$ cat config.mk
export PLATFORM = sky130hd
export DESIGN_NAME = counter_service_seq
export DESIGN_NICKNAME = d
export VERILOG_FILES = /design/src/rtl/counter_service_seq.sv
export SDC_FILE = /design/constraint.sdc
export NUM_CORES = 1
export LEC_CHECK = 0
export CAP_MARGIN = 10
export CORE_UTILIZATION = 45
export CTS_BUF_LIST = sky130_fd_sc_hd__clkbuf_2
export CTS_CLUSTER_DIAMETER = 150
export DETAILED_ROUTE_END_ITERATION = 10
export HOLD_SLACK_MARGIN = 0.15
export PLACE_DENSITY = 0.72
export SLEW_MARGIN = 20
export SYNTH_ARGS = -nofsm -noshare
export SYNTH_HDL_FRONTEND = slang
export SYNTH_SLANG_ARGS = --single-unit
$ cat constraint.sdc
create_clock -name CLOCK -period 3.2 [get_ports CLOCK]
set_clock_uncertainty 0.2 [all_clocks]
set_input_delay 0.8 -clock CLOCK [delete_from_list [all_inputs] [get_ports CLOCK]]
set_output_delay 0.8 -clock CLOCK [all_outputs]
set_load 0.01 [all_outputs]
$ cat src/rtl/counter_service_seq.sv
// Fixed-priority responder for counter-cell PINC/MINC requests: select, command, await DONE, reset cell.
// Optional macro CTR_CASCADE_EN: counter overflow raises a carry request on the next counter.
module counter_service_seq #(
    parameter int NCTR      = 10,
    parameter int STALL_MAX = 15
) (
    input  logic            CLOCK,
    input  logic            rst,
    input  logic            SLOT,
    input  logic [NCTR-1:0] CNTP,
    input  logic [NCTR-1:0] CNTM,
    input  logic            DONE,
    input  logic            OVF,
    output logic [NCTR-1:0] CSEL,
    output logic            PINC,
    output logic            MINC,
    output logic [NCTR-1:0] CRST,
    output logic            BUSY,
    output logic            ERR,
    output logic [1:0]      state_dbg
);
    localparam int IW = (NCTR > 1) ? $clog2(NCTR) : 1;
    localparam int CW = $clog2(STALL_MAX + 1);

    typedef enum logic [1:0] {S_IDLE, S_CMD, S_WAIT, S_RST} state_t;

    state_t          state, state_nxt;
    logic [IW-1:0]   idx_q, idx_nxt, pend_idx;
    logic            plus_q, minus_q, plus_nxt, minus_nxt;
    logic [CW-1:0]   wait_cnt, cnt_nxt;
    logic [NCTR-1:0] carry_p, carry_m, req_p, req_m, onehot;
    logic            pend_found, timeout, csel_on;

    assign req_p     = CNTP | carry_p;
    assign req_m     = CNTM | carry_m;
    assign state_dbg = state;

    // SLOT and DONE are single-cycle pulses with no back-pressure: a SLOT seen outside
    // IDLE is simply lost, and DONE only counts while the command is outstanding (WAIT).
    always_comb begin
        pend_found = 1'b0;
        pend_idx   = '0;
        for (int i = NCTR - 1; i >= 0; i--) begin
            if (req_p[i] | req_m[i]) begin
                pend_found = 1'b1;
                pend_idx   = IW'(i);
            end
        end
    end

    always_comb begin
        onehot        = '0;
        onehot[idx_q] = 1'b1;
    end

    always_comb begin
        state_nxt = state;
        idx_nxt   = idx_q;
        plus_nxt  = plus_q;
        minus_nxt = minus_q;
        cnt_nxt   = wait_cnt;
        timeout   = 1'b0;
        case (state)
            S_IDLE: begin
                if (SLOT && pend_found) begin
                    state_nxt = S_CMD;
                    idx_nxt   = pend_idx;
                    plus_nxt  = req_p[pend_idx];
                    minus_nxt = req_m[pend_idx];
                end
            end
            S_CMD: begin
                cnt_nxt   = '0;
                state_nxt = (plus_q & minus_q) ? S_RST : S_WAIT;
            end
            S_WAIT: begin
                if (DONE) begin
                    state_nxt = S_RST;
                end else if (wait_cnt == CW'(STALL_MAX - 1)) begin
                    timeout   = 1'b1;
                    state_nxt = S_IDLE;
                end else begin
                    cnt_nxt = wait_cnt + CW'(1);
                end
            end
            S_RST:   state_nxt = S_IDLE;
            default: state_nxt = S_IDLE;
        endcase
        csel_on = (state == S_CMD) | ((state == S_WAIT) & ~timeout);
    end

    // Outputs are decoded from the current state and registered, so they trail the state by one edge.
    always_ff @(posedge CLOCK or negedge rst) begin
        if (!rst) begin
            state    <= S_IDLE;
            idx_q    <= '0;
            plus_q   <= 1'b0;
            minus_q  <= 1'b0;
            wait_cnt <= '0;
            CSEL     <= '0;
            PINC     <= 1'b0;
            MINC     <= 1'b0;
            CRST     <= '0;
            BUSY     <= 1'b0;
            ERR      <= 1'b0;
        end else begin
            state    <= state_nxt;
            idx_q    <= idx_nxt;
            plus_q   <= plus_nxt;
            minus_q  <= minus_nxt;
            wait_cnt <= cnt_nxt;
            CSEL     <= csel_on ? onehot : '0;
            PINC     <= csel_on & plus_q & ~minus_q;
            MINC     <= csel_on & minus_q & ~plus_q;
            CRST     <= (state == S_RST) ? onehot : '0;
            BUSY     <= (state != S_IDLE) & ~timeout;
            ERR      <= timeout;
        end
    end

`ifdef CTR_CASCADE_EN
    logic cascade;
    assign cascade = (state == S_WAIT) & DONE & OVF & (idx_q != IW'(NCTR - 1));

    always_ff @(posedge CLOCK or negedge rst) begin
        if (!rst) begin
            carry_p <= '0;
            carry_m <= '0;
        end else begin
            if (state == S_RST) begin
                carry_p[idx_q] <= 1'b0;
                carry_m[idx_q] <= 1'b0;
            end
            // A carry into an already-pending counter merges with it; overflow is not counted.
            if (cascade && plus_q) carry_p[idx_q + IW'(1)] <= 1'b1;
            if (cascade && minus_q) carry_m[idx_q + IW'(1)] <= 1'b1;
        end
    end
`else
    logic unused_ovf;
    assign carry_p    = '0;
    assign carry_m    = '0;
    assign unused_ovf = OVF;
`endif

endmodule

==> flow_summary.toml, run 1 <==
[finish]
postLayoutCoreUtil_pct = 64.3
drive_gt1_share_pct = 11.3
fin_area_sq_um = 2390
syn_to_final_growth_pct = 35.6
diodes = 0
layout.nets = 264

[run_status]
status = "completed"

[sta]
finalSetupViolCount = 0
finalCriticalPeriod_ns = 2.65
worst_pin_slew_ns = 0.429
fmax_mhz = 377
rsz0062_at_grt = "false"
setup_tns_ns = 0
fin_crit_sh_pct = 83.0
slew_viol_final = 0
relSlewSlack_pct = 71.4
fin_ws_ns = 0.546
hold_viol = 0

[setup_path]
required_ns = 3.25
r2r-end = "CSEL[2]"
r2r-start = "wait_cnt[0]"
reg2reg_slack_ns = 1.23
cp_max_fo = 4
critPathSlowestCell = "clkdlybuf4s50_1"
crit_path_end_kind = "register"
crit_path_cell_trace = "clkdlybuf4s50_1, nor4_1, buf_4, inv_1, a31oi_1, nor2_1, a211oi_1, o31ai_1"
critPathLaunch = "CNTP[3]"
endpoint = "minus_q"
critPathLaunchType = "primary input"
slowest_delay_ns = 0.47
arrival_ns = 2.71
critPathKind = "in2reg"
reg2regPathDepth = 7

[global_route]
grt_max_degree = 37
grt_first_pass_wirelength_um = 6670
grt_pass1_vias = 1518
grt_overflow_total = 0
grt_usage_pct = 21.0
grt_antenna_before_repair = 0

[yosys]
ys_top_cells_by_area = "dfrtp_1 (51%), nor2_1 (5.5%), a21oi_1 (2.8%)"
synth_edf_count = 0
ys_ff_latch = 36
ys_async_sr_fraction_pct = 100
synth_top_family_by_area = "simple AND/OR/NAND/NOR gates"
synthAdderAreaFrac_pct = 1.42
synth_area_sq_um = 1760
synth.yosys.seq_area_share_pct = 51.1
synthDistinctLibCells = 46
synth_ff_type = "dfrtp_1"
yosys.area_share.xor_xnor_pct = 0
synth-simple-area-share_pct = 26.7
synth_top_area_cell = "dfrtp_1"
synth_compound_area_share_pct = 16.0
synth_top_area_share_pct = 51.1
syn_inst = 178
yosys_warnings = 0
synth.area.mux_share_pct = 2.41
syn_nets = 205
syn-mean-instance-area_sq_um = 9.90

[placement]
dp_hpwl_um = 3040
io_buffer_count = 49
place_ws_ns = 0.127
place.gp.congestion = 0.802
dpl_cell_area_sq_um = 2350

[drt]
drt-initial-drc-count = 73
wl_um = 3830
drc = 0
dr.pass1.iters = 4
postRouteAntennaNets = 0
vias = 1524
wl_per_cell_um = 13.4
viasPerCell = 5.33

[floorplanning]
fp.dieW_um = 64.6
die_h_um = 64.6
floorplan.initialDensity_pct = 47.4
dieArea_sq_um = 4170
rows = 22
ioPinCount = 51
core-area_sq_um = 3720

[min_path]
hp-class = "reg2reg"

[clock_tree]
cts_tree = "built"
clock-root-buffer = "clkbuf_2"
clock_insertion_delay_worst_skew_ns = 0.37
hold_buffers = 0
cts_resized = 0
h-tree-depth = 2
clock_path_buffers = 2
postCtsSetupBuffers = 0
cts_sinks = 36
numCtsBuffers = 5
clk_pin_slew_ns = 0.16

[pwr]
power.leakage_nw = 0.994
worst_ir_drop_vdd_v = 0.000188
power_density_nw_per_um2 = 555

[job]
maxCapViolCount = 0
-- critical path: cells and delay by family --
kind / cells / cell delay (ns)
compound gates: 3 / 0.75
simple gates: 2 / 0.45
buf+inv: 3 / 0.69
-- area by class of cell --
cell class	instances	area [sq um]
Sequential cell	36	901
Timing Repair Buffer	56	543
Tap cell	48	60.1
Clock inverter	3	13.8
Inverter	7	26.3
Clock buffer	5	25.0
Fill cell	312	1330
Multi-Input combinational cell	131	821
-- how the worst min path moves through the flow --
stage	start	to	slack (ns)	cells after the start
floorplan	plus_q	MINC	0.25	1
global placement	plus_q	MINC	0.27	1
detailed placement	plus_q	MINC	0.28	1
CTS	plus_q	MINC	0.30	1
global route	plus_q	MINC	0.34	1
finish	plus_q	MINC	0.30	1
-- layout by cell type (no fill, tap or decap), types with 3 or more instances in the layout --
master,n
clkdlybuf4s50_1,49
dfrtp_1,36
nor2_1,26
nand2_1,12
a21oi_1,10
o21ai_0,7
buf_4,7
nand3_1,6
nor3_1,6
inv_1,6
o21a_1,5
clkbuf_2,5
nor2b_1,4
nand2b_1,4
o21ai_1,3
nor3b_1,3
nor4_1,3
o31ai_1,3
-- stage by stage --
step | hold slack, ns | power, W | cells
detailed placement | 0.277 | 0.00115 | 278
CTS | 0.298 | 0.00134 | 286
finish | 0.302 | 0.00133 | 286
global placement | 0.274 | 0.00113 | 278
global route | 0.336 | 0.00143 | 286
floorplan | 0.246 | 0.000912 | 178
-- sequential cells by signal, indices dropped and copies added (netlist names) --
name	cells
ERR	1
plus_q	1
idx_q	4
PINC	1
MINC	1
state_dbg	2
BUSY	1
minus_q	1
wait_cnt	4
CSEL	10
CRST	10
-- power breakdown --
part | internal [W] | total [W] | switching (W) | leakage, nW
clock | 0.0000489 | 0.000189 | 0.000140 | 0.0302
combinational | 0.000242 | 0.000519 | 0.000277 | 0.478
sequential | 0.000544 | 0.000619 | 0.0000749 | 0.485
-- cells in the mapped netlist, drive strengths merged (5+ instances only) --
cell type and n:
a21oi 10, dfrtp 36, inv 7, nand2 12, nand3 8, nor2 27, nor3 6, nor4 5
o21a 5, o21ai 11
-- routing by layer --
layer | global-route usage [%] | wire length (um) | vias up
met5 | 0 | 0 | -
met4 | 9.72 | 94 | 0
met3 | 3.87 | 185 | 8
met2 | 38.8 | 1990 | 47
met1 | 23.2 | 1560 | 702
li1 | - | - | 767
-- logic make-up after synthesis --
kind of cell,Yosys count
AO/OA/AOI/OAI,42
multiplexers,4
adder cells (fa/ha/maj),2
buffers and inverters,11
flip-flops,36
AND/OR/NAND/NOR,83
Power figures use the tool's default switching activity.
==> inputs of run 2 (changes only) <==
--- a/config.mk
+++ b/config.mk
@@ -6,12 +6,12 @@
 export NUM_CORES = 1
 export LEC_CHECK = 0
 export CAP_MARGIN = 10
-export CORE_UTILIZATION = 45
+export CORE_UTILIZATION = 44
 export CTS_BUF_LIST = sky130_fd_sc_hd__clkbuf_2
 export CTS_CLUSTER_DIAMETER = 150
 export DETAILED_ROUTE_END_ITERATION = 10
 export HOLD_SLACK_MARGIN = 0.15
-export PLACE_DENSITY = 0.72
+export PLACE_DENSITY = 0.74
 export SLEW_MARGIN = 20
 export SYNTH_ARGS = -nofsm -noshare
 export SYNTH_HDL_FRONTEND = slang
==> constraint.sdc (replaced) <==
create_clock -name CLOCK -period 2.4 [get_ports CLOCK]
set_clock_uncertainty 0.2 [all_clocks]
set_input_delay 0.6 -clock CLOCK [delete_from_list [all_inputs] [get_ports CLOCK]]
set_output_delay 0.6 -clock CLOCK [all_outputs]
set_load 0.01 [all_outputs]
==> flow_summary.toml, run 2 (same netlist as run 1, synthesis figures left out) <==
[placement]
dpl_cell_area_sq_um = 2600
place.gp.congestion = 0.779
io_buffer_count = 49
dp_hpwl_um = 3490

[drt]
wl_per_cell_um = 14.1
viasPerCell = 5.31
drc = 0
postRouteAntennaNets = 0
dr.pass1.iters = 4
wl_um = 4490
vias = 1694
drt-initial-drc-count = 166

[finish]
final_common_cell = "clkdlybuf4s50_1"
diodes = 0
fin_area_sq_um = 2670
final_cell_mix = "clkdlybuf4s50_1 (49), buf_4 (40), dfrtp_1 (34)"
drive_gt1_share_pct = 23.6
reg_top3 = "CRST x10, CSEL x10"
layout.nets = 297
syn_to_final_growth_pct = 51.6

[floorplanning]
fp.dieW_um = 65.3
core-area_sq_um = 3740
ioPinCount = 51
floorplan.initialDensity_pct = 47.1
rows = 22
dieArea_sq_um = 4260
die_h_um = 65.3

[clock_tree]
hold_buffers = 0
clk_pin_slew_ns = 0.17
numCtsBuffers = 5
clock-root-buffer = "clkbuf_2"
h-tree-depth = 2
postCtsSetupBuffers = 0
clock_insertion_delay_worst_skew_ns = 0.38
cts_tree = "built"
cts_sinks = 36
cts_resized = 0
clock_path_buffers = 2

[global_route]
top_usage_layer = "met2"
grt_pass1_vias = 1743
grt_overflow_total = 0
grt_first_pass_wirelength_um = 7730
grt_max_degree = 37
use_met2_pct = 46.3
met1_usage_pct = 26.3
grt_usage_pct = 24.4
grt_antenna_before_repair = 0
met3_usage_pct = 4.17

[sta]
finalCriticalPeriod_ns = 2.30
fmax_mhz = 435
rsz0062_at_grt = "false"
hold_viol = 0
fin_crit_sh_pct = 95.7
worst_pin_slew_ns = 0.429
relSlewSlack_pct = 71.4
finalSetupViolCount = 0
fin_hold_ws_ns = 0.295
slew_viol_final = 0

[setup_path]
cp_max_fo = 3
crit_path_end_kind = "register"
critPathKind = "in2reg"
required_ns = 2.53
critPathLaunchType = "primary input"
arrival_ns = 2.42

[job]
maxCapViolCount = 0

[pwr]
worst_ir_drop_vdd_v = 0.000251
power_density_nw_per_um2 = 740
power.leakage_nw = 1.17

[min_path]
hp-class = "reg2reg"

[run_status]
status = "completed"
## run 2: power breakdown
part | switching, W | internal (W)
Combinational | 0.000376 | 0.000384
Clock | 0.000190 | 0.000179
Sequential | 0.000121 | 0.000729
## run 2: path summary, 6_finish.rpt
path	end	from	slack, ns	cells after the start
worst max-delay path	plus_q	CNTP[4]	0.10	7
worst min-delay path	MINC	plus_q	0.29	1
worst max register to register	CSEL[5]	wait_cnt[0]	0.44	9
worst min register to register	MINC	plus_q	0.29	1
max in group asynchronous	state_dbg[1]	rst	1.26	2
min in group asynchronous	CSEL[1]	rst	0.41	2
## run 2: final cells by class
class / instances / area [sq um]
clock buffers: 6 / 30.0
fillers: 300 / 1070
multi-input cells: 131 / 827
flip-flops and latches: 36 / 903
well taps: 48 / 60.1
clock inverters: 2 / 35.0
inverters: 7 / 26.3
repair buffers: 89 / 791
## run 2: stage by stage
stage	std cells	worst slack (ns)	power [W]	TNS [ns]	utilization [%]
after global routing	319	0.0233	0.00211	0	71.4
after floorplan	178	0.155	0.00122	0	-
after detailed placement	311	-0.304	0.00161	-1.66	69.4
after CTS	319	0.0240	0.00199	0	71.2
after global placement	311	-0.277	0.00158	-1.46	69.4
final	319	0.103	0.00198	0	71.4
## run 2: worst max-delay path, stage by stage
cell	delay (ns)
clkdlybuf4s50_1	0.44
or4_1	0.55
nor3_1	0.16
a21oi_1	0.13
mux2i_1	0.17
a211o_1	0.31
nand4_1	0.06
## run 2: routing by layer
| metal | vias to the layer above | wire length (um) |
|---|---|---|
| met1 | 797 | 1710 |
| li1 | 830 | - |
| met5 | - | 0 |
| met4 | 0 | 117 |
| met2 | 55 | 2500 |
| met3 | 12 | 163 |
